**config.mk**
```make
export PLATFORM = sky130hd
export DESIGN_NAME = multisim_tx_serializer
export DESIGN_NICKNAME = d
export VERILOG_FILES = /design/src/rtl/multisim_tx_serializer.sv
export SDC_FILE = /design/constraint.sdc
export NUM_CORES = 1
export LEC_CHECK = 0
export CAP_MARGIN = 40
export CORE_MARGIN = 5
export CORE_UTILIZATION = 34
export DETAILED_ROUTE_END_ITERATION = 10
export GPL_ROUTABILITY_DRIVEN = 0
export HOLD_SLACK_MARGIN = 0.1
export PLACE_DENSITY = 0.62
export RECOVER_POWER = 100
export SYNTH_ARGS = -nofsm -noshare
export SYNTH_HDL_FRONTEND = slang
export SYNTH_SLANG_ARGS = --single-unit
```
**constraint.sdc**
```tcl
create_clock -name clk -period 4.32 [get_ports clk]
set_clock_uncertainty 0.2 [all_clocks]
set_input_delay 1.296 -clock clk [delete_from_list [all_inputs] [get_ports clk]]
set_output_delay 1.296 -clock clk [all_outputs]
set_load 0.03 [all_outputs]
```
**src/rtl/multisim_tx_serializer.sv**
```systemverilog
// Transmit-side width adapter: accepts one wide word per valid/ready handshake
// and emits it LSB-chunk first as CHUNK_WIDTH beats, flagging the final beat.
module multisim_tx_serializer #(
  parameter int unsigned DATA_WIDTH  = 256,
  parameter int unsigned CHUNK_WIDTH = 64
) (
  input  logic                   clk,
  input  logic                   rst,
  input  logic                   in_vld,
  output logic                   in_rdy,
  input  logic [DATA_WIDTH-1:0]  in_data,
  output logic                   out_vld,
  input  logic                   out_rdy,
  output logic [CHUNK_WIDTH-1:0] out_data,
  output logic                   out_last,
  output logic [31:0]            word_cnt
);

  localparam int unsigned NumBeats = (DATA_WIDTH + CHUNK_WIDTH - 1) / CHUNK_WIDTH;
  localparam int unsigned IdxWidth = (NumBeats > 1) ? $clog2(NumBeats) : 1;
  localparam int unsigned WordWidth = NumBeats * CHUNK_WIDTH;
  localparam logic [IdxWidth-1:0] LastIdx = IdxWidth'(NumBeats - 1);

  typedef enum logic {StIdle, StSend} state_e;

  state_e                 r_state, w_state_nxt;
  logic [IdxWidth-1:0]    r_idx, w_idx_nxt;
  logic [WordWidth-1:0]   r_word, w_word_nxt;
  logic [31:0]            r_word_cnt, w_word_cnt_nxt;

  logic [WordWidth-1:0]   w_in_ext;
  logic [CHUNK_WIDTH-1:0] w_beat;
  logic                   w_last;
  logic                   w_in_rdy;
  logic                   w_xfer;

  // Zero-extend the input word to a whole number of chunks.
  always_comb begin
    w_in_ext = '0;
    w_in_ext[DATA_WIDTH-1:0] = in_data;
  end

  // Select the chunk addressed by the beat index (constant slices only).
  always_comb begin
    w_beat = '0;
    for (int i = 0; i < int'(NumBeats); i++) begin
      if (r_idx == IdxWidth'(i)) begin
        w_beat = r_word[i*CHUNK_WIDTH +: CHUNK_WIDTH];
      end
    end
  end

  assign w_last   = (r_idx == LastIdx);
  assign out_vld  = (r_state == StSend);
  assign out_last = out_vld && w_last;
  assign out_data = out_vld ? w_beat : '0;
  assign word_cnt = r_word_cnt;
  assign w_xfer   = out_vld && out_rdy;
  // Reset gates acceptance combinationally so nothing is taken while rst is high.
  assign in_rdy   = w_in_rdy && !rst;

  // Next-state logic: capture, beat advance, word completion and back-to-back reload.
  always_comb begin
    w_state_nxt    = r_state;
    w_idx_nxt      = r_idx;
    w_word_nxt     = r_word;
    w_word_cnt_nxt = r_word_cnt;
    w_in_rdy       = 1'b0;
    unique case (r_state)
      StIdle: begin
        w_in_rdy = 1'b1;
        if (in_vld) begin
          w_word_nxt  = w_in_ext;
          w_idx_nxt   = '0;
          w_state_nxt = StSend;
        end
      end
      StSend: begin
        // A new word may only enter on the same edge the last beat leaves.
        w_in_rdy = out_rdy && w_last;
        if (w_xfer) begin
          if (w_last) begin
            w_word_cnt_nxt = r_word_cnt + 32'd1;
            w_idx_nxt      = '0;
            if (in_vld) begin
              w_word_nxt = w_in_ext;
            end else begin
              w_state_nxt = StIdle;
            end
          end else begin
            w_idx_nxt = r_idx + IdxWidth'(1);
          end
        end
      end
      default: begin
        w_state_nxt = StIdle;
      end
    endcase
  end

  // State registers with synchronous reset; a word in flight is discarded.
  always_ff @(posedge clk) begin
    if (rst) begin
      r_state    <= StIdle;
      r_idx      <= '0;
      r_word     <= '0;
      r_word_cnt <= '0;
    end else begin
      r_state    <= w_state_nxt;
      r_idx      <= w_idx_nxt;
      r_word     <= w_word_nxt;
      r_word_cnt <= w_word_cnt_nxt;
    end
  end

endmodule
```
==> results.ini <==
[place]
hpwl_um = 30100
port_buffers = 358
pre_cts_ws_ns = 0.155

[critical_path]
cp-end-kind = output port
crit_family = buffers and inverters
path_class = flop to output port
critPathBufInv = 3
cp_slowest_stage_delay_ns = 0.47
cp_cell_sequence = inv_1, ha_2, buf_12, and3b_1, a211oi_1, a211o_1, a21boi_0, dlygate4sd2_1
start_kind = flop
crit_slowest_cell = dfxtp_1
crit_fanout = 29
required_ns = 2.82
crit_arrival_ns = 2.70

[status]
status = complete, but fails checks
violations = max-capacitance violations, max-slew violations

[run]
cap_violations = 1

[global_route]
grt_pass1_wl_um = 70000
grt_max_degree = 140
grtUsageTotal_pct = 19.5
antenna_found_initial = 6
overflow = 0
grt_pass1_vias = 12600

[sta]
worst_slack_ns = 0.126
period_needed_ns = 4.19
maxSlewHeadroom_pct = -5.76
final-setup-viol-count = 0
grt_setup_unrepaired = no
tightest_slew_ns = 1.59
fin_hold_ws_ns = 0.249
setup_tns_ns = 0
slew_viol_final = 140
timing.fmax_ghz = 0.238
hold_viol_final = 0
timing.final.crit_share_pct = 97.1

[floorplanning]
num_io_pins = 359
fp.dieW_um = 207
start_util_pct = 34.3
num_rows = 72
dieArea_mm2 = 0.0429
die_h_um = 207
core_area_mm2 = 0.0386

[logic_synthesis]
ys_seq_elements = 291
yosys_warnings = 0
ys_top_cells_by_count = nand2_1, dfxtp_1, a21oi_1, clkbuf_1, inv_1
syn_area_mm2 = 0.0132
synth_top_area_share_pct = 44.0
synth-edff-count = 0
syn_nets = 2025
yosysMostFrequentCell = nand2_1
synth.avg_cell_area_um2 = 7.52
ys_seq_area_share_pct = 44.0
postSynthCellCount = 1760
synthArstFlopShare_pct = 0
ys_top_cells_by_area = dfxtp_1, nand2_1, a21oi_1
synth_cell_types = 38
synth_top_area_cell = dfxtp_1
synth_flop_cell = dfxtp_1

[power_and_ir_drop]
p_per_area_mw_per_mm2 = 368
p_seq_share_pct = 42.8
ir_drop_mv = 0.229
switchingPower_mw = 1.68
p_clk_share_pct = 44.4
power_leakage_nw = 6.99
internal_power_mw = 5.09
comb_power_share_pct = 12.8
swShare_pct = 24.8

[route]
drt-wirelength-per-cell_um = 17.3
drt_iter0_markers = 735
vias_per_cell = 5.02
drt_wl_total_um = 44800
drt.antenna.violating_nets = 0
firstDrtPassIters = 4
vias = 13000
drc = 0

[final_layout]
drive_gt1_share_pct = 5.96
nets = 2304
areaGrowthSynthToFinish_pct = 39.1
final_core_util_pct = 47.7

[cts]
root_buffer = clkbuf_16
cts.clk_slew.worst_paths_ns = 0.06
clk_latency_ns = 0.52
htree_levels = 2
cts_tree = built
cts_hold_buf = 0
clkSinkCount = 291
cts_buffers = 36
clockBufferDepth = 3

[min_path]
min_path_type = flop to flop

==> placed cells by master (no fill, tap or decap), types with 7 or more instances in the layout <==
cell type and count:
a21oi_1 270, a21boi_0 64, buf_4 15, nor2_1 25, clkdlybuf4s50_1 258, and4_1 7
nor3_1 10, clkbuf_1 14, and3b_1 64, nand2_1 587, nor2b_1 8, a211o_1 64
nand4_1 8, clkbuf_16 37, mux2_2 8, or4_1 7, dlygate4sd3_1 34, buf_12 17
clkinv_2 8, dfxtp_1 290, dlygate4sd2_1 41, inv_1 72, clkbuf_2 16, nand3_1 11
a211oi_1 64
==> cell type report <==
class / count / area (um2)
Timing Repair Buffer: 394 / 3910
Clock inverter: 13 / 146
Antenna cell: 3 / 7.51
Multi-Input combinational cell: 1244 / 6570
Fill cell: 3878 / 20200
Clock buffer: 50 / 1020
Sequential cell: 291 / 5830
Tap cell: 518 / 648
Inverter: 72 / 270
==> flip-flops by register name, summed over array words and instances (netlist names) <==
signal and flops:
out_vld 1, r_idx 2, r_word 256, word_cnt 32
==> worst reg2reg max path, delay by kind of cell (launching register included) <==
kind	cells	cell delay (ns)
simple gates	2	0.50
fa+ha+maj	1	0.47
compound gates	2	0.43
buf+inv	3	1.56
flops	1	0.47
==> routing by layer <==
metal | track usage, % | part of all wire (%)
met1 | 26.5 | 46
met2 | 30.9 | 45
met3 | 4.97 | 6.1
met4 | 5.43 | 2.1
met5 | 0 | 0.051
==> power groups by stage <==
stage	sequential (mW)	clock [mW]	combinational, mW
2_1_floorplan	2.93	0	0.464
3_3_place_gp	2.95	0	0.874
3_5_place_dp	2.95	0	0.883
4_1_cts	2.90	3.09	0.876
5_1_grt	2.91	3.19	0.954
6_report	2.90	3.00	0.867
==> kinds of logic (layout without fill, tap and decap cells) <==
family                     Yosys count  count (layout)  share of synthesized area (%)
AOI/OAI and AO/OA                  476             476                           22.4
DFF                                291             291                           44.0
other                                0               3                              0
xor gates and xnor gates            11              11                          0.728
adders and majority gates            5               5                          0.473
muxes                               11              11                          0.918
and+or+nand+nor                    741             741                           24.8
buffers and inverters              225             529                           6.55
==> stage by stage <==
stage	cell area, um2	instances	total power, mW
floorplan	13200	1760	3.39
global placement	17300	2514	3.82
detailed placement	17300	2514	3.84
CTS	18500	2578	6.86
global route	18400	2585	7.06
finish	18400	2585	6.77
==> worst paths after layout <==
check	from	depth (start not counted)	slack [ns]	end
setup / recovery	r_idx[0]	8	0.13	out_data[53]
hold / removal	r_word[21]	2	0.25	r_word[21]
setup reg to reg	r_idx[0]	8	0.62	r_word[60]
hold reg to reg	r_word[21]	2	0.25	r_word[21]
==> what timing repair did <==
action                                  CTS  global route
endpoints found under the setup margin   60            38
buffers inserted                          1             4
pin swaps                                 2             2
gates resized for setup                  69            50
(Power assumes the default switching activity.)
==> RTL change (config.mk and constraints unchanged) <==
Take the reset off `r_word` and load it in a clocked block of its own.
--- a/src/rtl/multisim_tx_serializer.sv
+++ b/src/rtl/multisim_tx_serializer.sv
@@ -105,3 +105,2 @@
       r_idx      <= '0;
-      r_word     <= '0;
       r_word_cnt <= '0;
@@ -110,3 +109,2 @@
       r_idx      <= w_idx_nxt;
-      r_word     <= w_word_nxt;
       r_word_cnt <= w_word_cnt_nxt;
@@ -115,2 +113,6 @@
 
+  always_ff @(posedge clk) begin
+    r_word <= w_word_nxt;
+  end
+
 endmodule
Check against the original RTL: no difference found for any inputs over 4 cycles, from zero or initial values and one cycle with rst high; that may be too few to reach the edited logic, so the function may still have changed.
==> RTL change against the original RTL <==
- highest routed layer unchanged
- utilization grew 1.3 points
- critical path type unchanged
- setup slack gained 55 ps
- combinational power shrank 25%
- count of clock-buffer cells in the layout shrank 6
- wire length shrank 26%
- the run still ends with capacitance limit, slew limit left
- clock power shrank 6%
- critical path depth is the same
- cell count shrank 35%
- area after synthesis shrank 12%
- synthesized cell count shrank 53%
- sequential cell count is the same
- largest cell class is now sequential cells
- cell area shrank 8.7%
- power shrank 0.34%
- largest power group is now registers
==> RTL change: results (changes against the original RTL) <==
Status -> finished, violations left (unchanged)
Failing checks -> capacitance limit, slew limit (unchanged)
Adder-Cell Fraction of Synth Area -> 0.00534 (was 0.00473)
Final nets -> 1447 (was 2304)
Syn_nets -> 1096 (was 2025)
Crit path capture -> out_data[63] (was out_data[53])
Post-Synth XOR/XNOR Area -> 0.00599 (was 0.00728)
Synth Flop Type -> edfxtp_1 (was dfxtp_1)
Post-DP HPWL -> 22.4 mm (was 30.1 mm)
Sw Ratio -> 0.224 (was 0.248)
Clock Tree Root -> clkbuf_16 (unchanged)
Critical Path Source -> r_idx[1]$_SDFFE_PP0P_ (was r_idx[0]$_SDFFE_PP0P_)
Post-synthesis sequential area ratio -> 0.717 (was 0.440)
WHS Path Cells -> 2 (unchanged)
GRT Overall Usage -> 0.167 (was 0.195)
Mux cell area share after synthesis -> 0.00171 (was 0.00918)
Slew margin rel. -> -0.192 (was -0.0576)
Reg2Reg Setup Slack -> 490 ps (was 620 ps)
Pin count of the biggest net entering global routing -> 99 (was 140)
Total CTS buffers -> 35 (was 36)
Dpl cell area -> 15800 um2 (was 17300 um2)
Worst EP arrival -> 2640 ps (was 2700 ps)
Worst-path clk slew -> 60 ps (about the same)
Post-synth cell types -> 32 (was 38)
Slowest cell on the critical path -> dfxtp_1 (unchanged)
# fillers -> 3052 (was 3878)
Initial antenna violation count -> 26 (was 6)
H-tree levels -> 2 (unchanged)
Startpoint types -> flip-flop (unchanged)
Reg2Reg Depth -> 6 (was 8)
Static leakage -> 0.00619 uW (was 0.00699 uW)
EDFF count, synth -> 256 (was 0)
Drt pass-1 iters -> 6 (was 4)
Max Fanout on Critical Path -> 30 (was 29)
DR iter-0 viols -> 417 (was 735)
Mean routed wirelength per cell -> 19.7 um (was 17.3 um)
HP Class -> reg2reg (unchanged)
Top post-synthesis cells by count -> edfxtp_1, nand2_1, inv_1 (was nand2_1, dfxtp_1, a21oi_1)
Worst flop-to-flop path endpoint -> r_word[199]$_DFFE_PP_ (was r_word[60]$_SDFFE_PP0P_)
Clock Latency Late Sink -> 500 ps (was 520 ps)
Vias in the first global route -> 8458 (was 12600)
Crit-path max cell delay -> 450 ps (was 470 ps)
First-pass GRT wire length -> 50.2 mm (was 70.0 mm)
Async S/R FF share, synth -> 0 (unchanged)
IO buf count -> 358 (unchanged)
CTS max path bufs -> 3 (unchanged)
Top post-synthesis cells by area -> edfxtp_1, dfxtp_1, a211o_1 (was dfxtp_1, nand2_1, a21oi_1)
CP delay by family, top -> compound AO/OA/AOI/OAI gates (was buffers and inverters)
Slew Limit Fails -> 71 (was 140)
Peak VDD IR -> 0.304 mV (was 0.229 mV)
Total number of vias -> 8324 (was 13000)
Max-cap viol count -> 2 (was 1)
Syn. warnings -> 0 (unchanged)
Top reg by flops -> r_word (unchanged)
Synth Area in Compound Gates -> 0.163 (was 0.224)
Fraction of layout cells with a size suffix above 1 -> 0.115 (was 0.0596)
Reg2reg start -> r_idx[0]$_SDFFE_PP0P_ (unchanged)
-- RTL change: cell count changes after synthesis, sizes merged, moves of 72 or more --
cell,delta
a21oi,-244
clkbuf,-72
dfxtp,-256
edfxtp,+256
nand2,-512
-- RTL change: through the flow --
step,util,setup slack [ps],setup TNS (ps),instances,hold WS [ps]
5_1_grt,0.490,6.37,0,1678,307
6_report,0.490,182,0,1685,296
3_3_place_gp,0.461,518,0,1599,277
3_5_place_dp,0.461,476,0,1599,286
2_1_floorplan,-,-1890,-482790,831,305
4_1_cts,0.493,39.6,0,1661,294
-- RTL change: area by class of cell --
| type | instances | share of cell area |
|---|---|---|
| sequential | 291 | 0.499 |
| antenna | 23 | 0.00342 |
| clock inverter | 18 | 0.00960 |
| tap | 455 | 0.0339 |
| timing repair buffer | 379 | 0.211 |
| clock buffer | 44 | 0.0568 |
| inverter | 68 | 0.0152 |
| multi-input combinational | 407 | 0.170 |
-- RTL change: timing repair --
action / CTS / global route
hold buffers: 0 / 0
endpoints found under the setup margin: 0 / 6
gates resized for setup: 0 / 4
buffers inserted: 0 / 1
-- RTL change: routing by layer --
layer | wire length [um] | share of wire | global-route usage
met1 | 13300 | 0.40 | 0.209
met2 | 16500 | 0.50 | 0.276
met3 | 2550 | 0.077 | 0.0523
met4 | 835 | 0.025 | 0.0533
met5 | 48 | 0.0014 | 0
-- RTL change: power groups by stage --
stage / sequential, uW / clock [uW] / combinational (uW)
finish: 3270 / 2830 / 647
global route: 3280 / 3030 / 699
CTS: 3260 / 2920 / 731
detailed placement: 3320 / 0 / 729
global placement: 3320 / 0 / 721
floorplan: 3330 / 0 / 314
-- RTL change: cell families (layout without fill, tap and decap cells) --
group,count (synthesis),in the layout
adders and majority gates,5,5
other,0,23
muxes,2,2
AOI/OAI and AO/OA,243,243
and+or+nand+nor,149,149
buffers and inverters,133,509
DFF,291,291
xor gates and xnor gates,8,8
-- RTL change: how the worst min path moves through the flow --
stage	end	from	slack, ps
3_5_place_dp	word_cnt[31]$_SDFFE_PP0P_	word_cnt[31]$_SDFFE_PP0P_	290
4_1_cts	word_cnt[31]$_SDFFE_PP0P_	word_cnt[31]$_SDFFE_PP0P_	290
5_1_grt	word_cnt[31]$_SDFFE_PP0P_	word_cnt[31]$_SDFFE_PP0P_	310
3_3_place_gp	word_cnt[24]$_SDFFE_PP0P_	word_cnt[24]$_SDFFE_PP0P_	280
6_report	word_cnt[31]$_SDFFE_PP0P_	word_cnt[31]$_SDFFE_PP0P_	300
2_1_floorplan	r_idx[1]$_SDFFE_PP0P_	r_idx[1]$_SDFFE_PP0P_	310
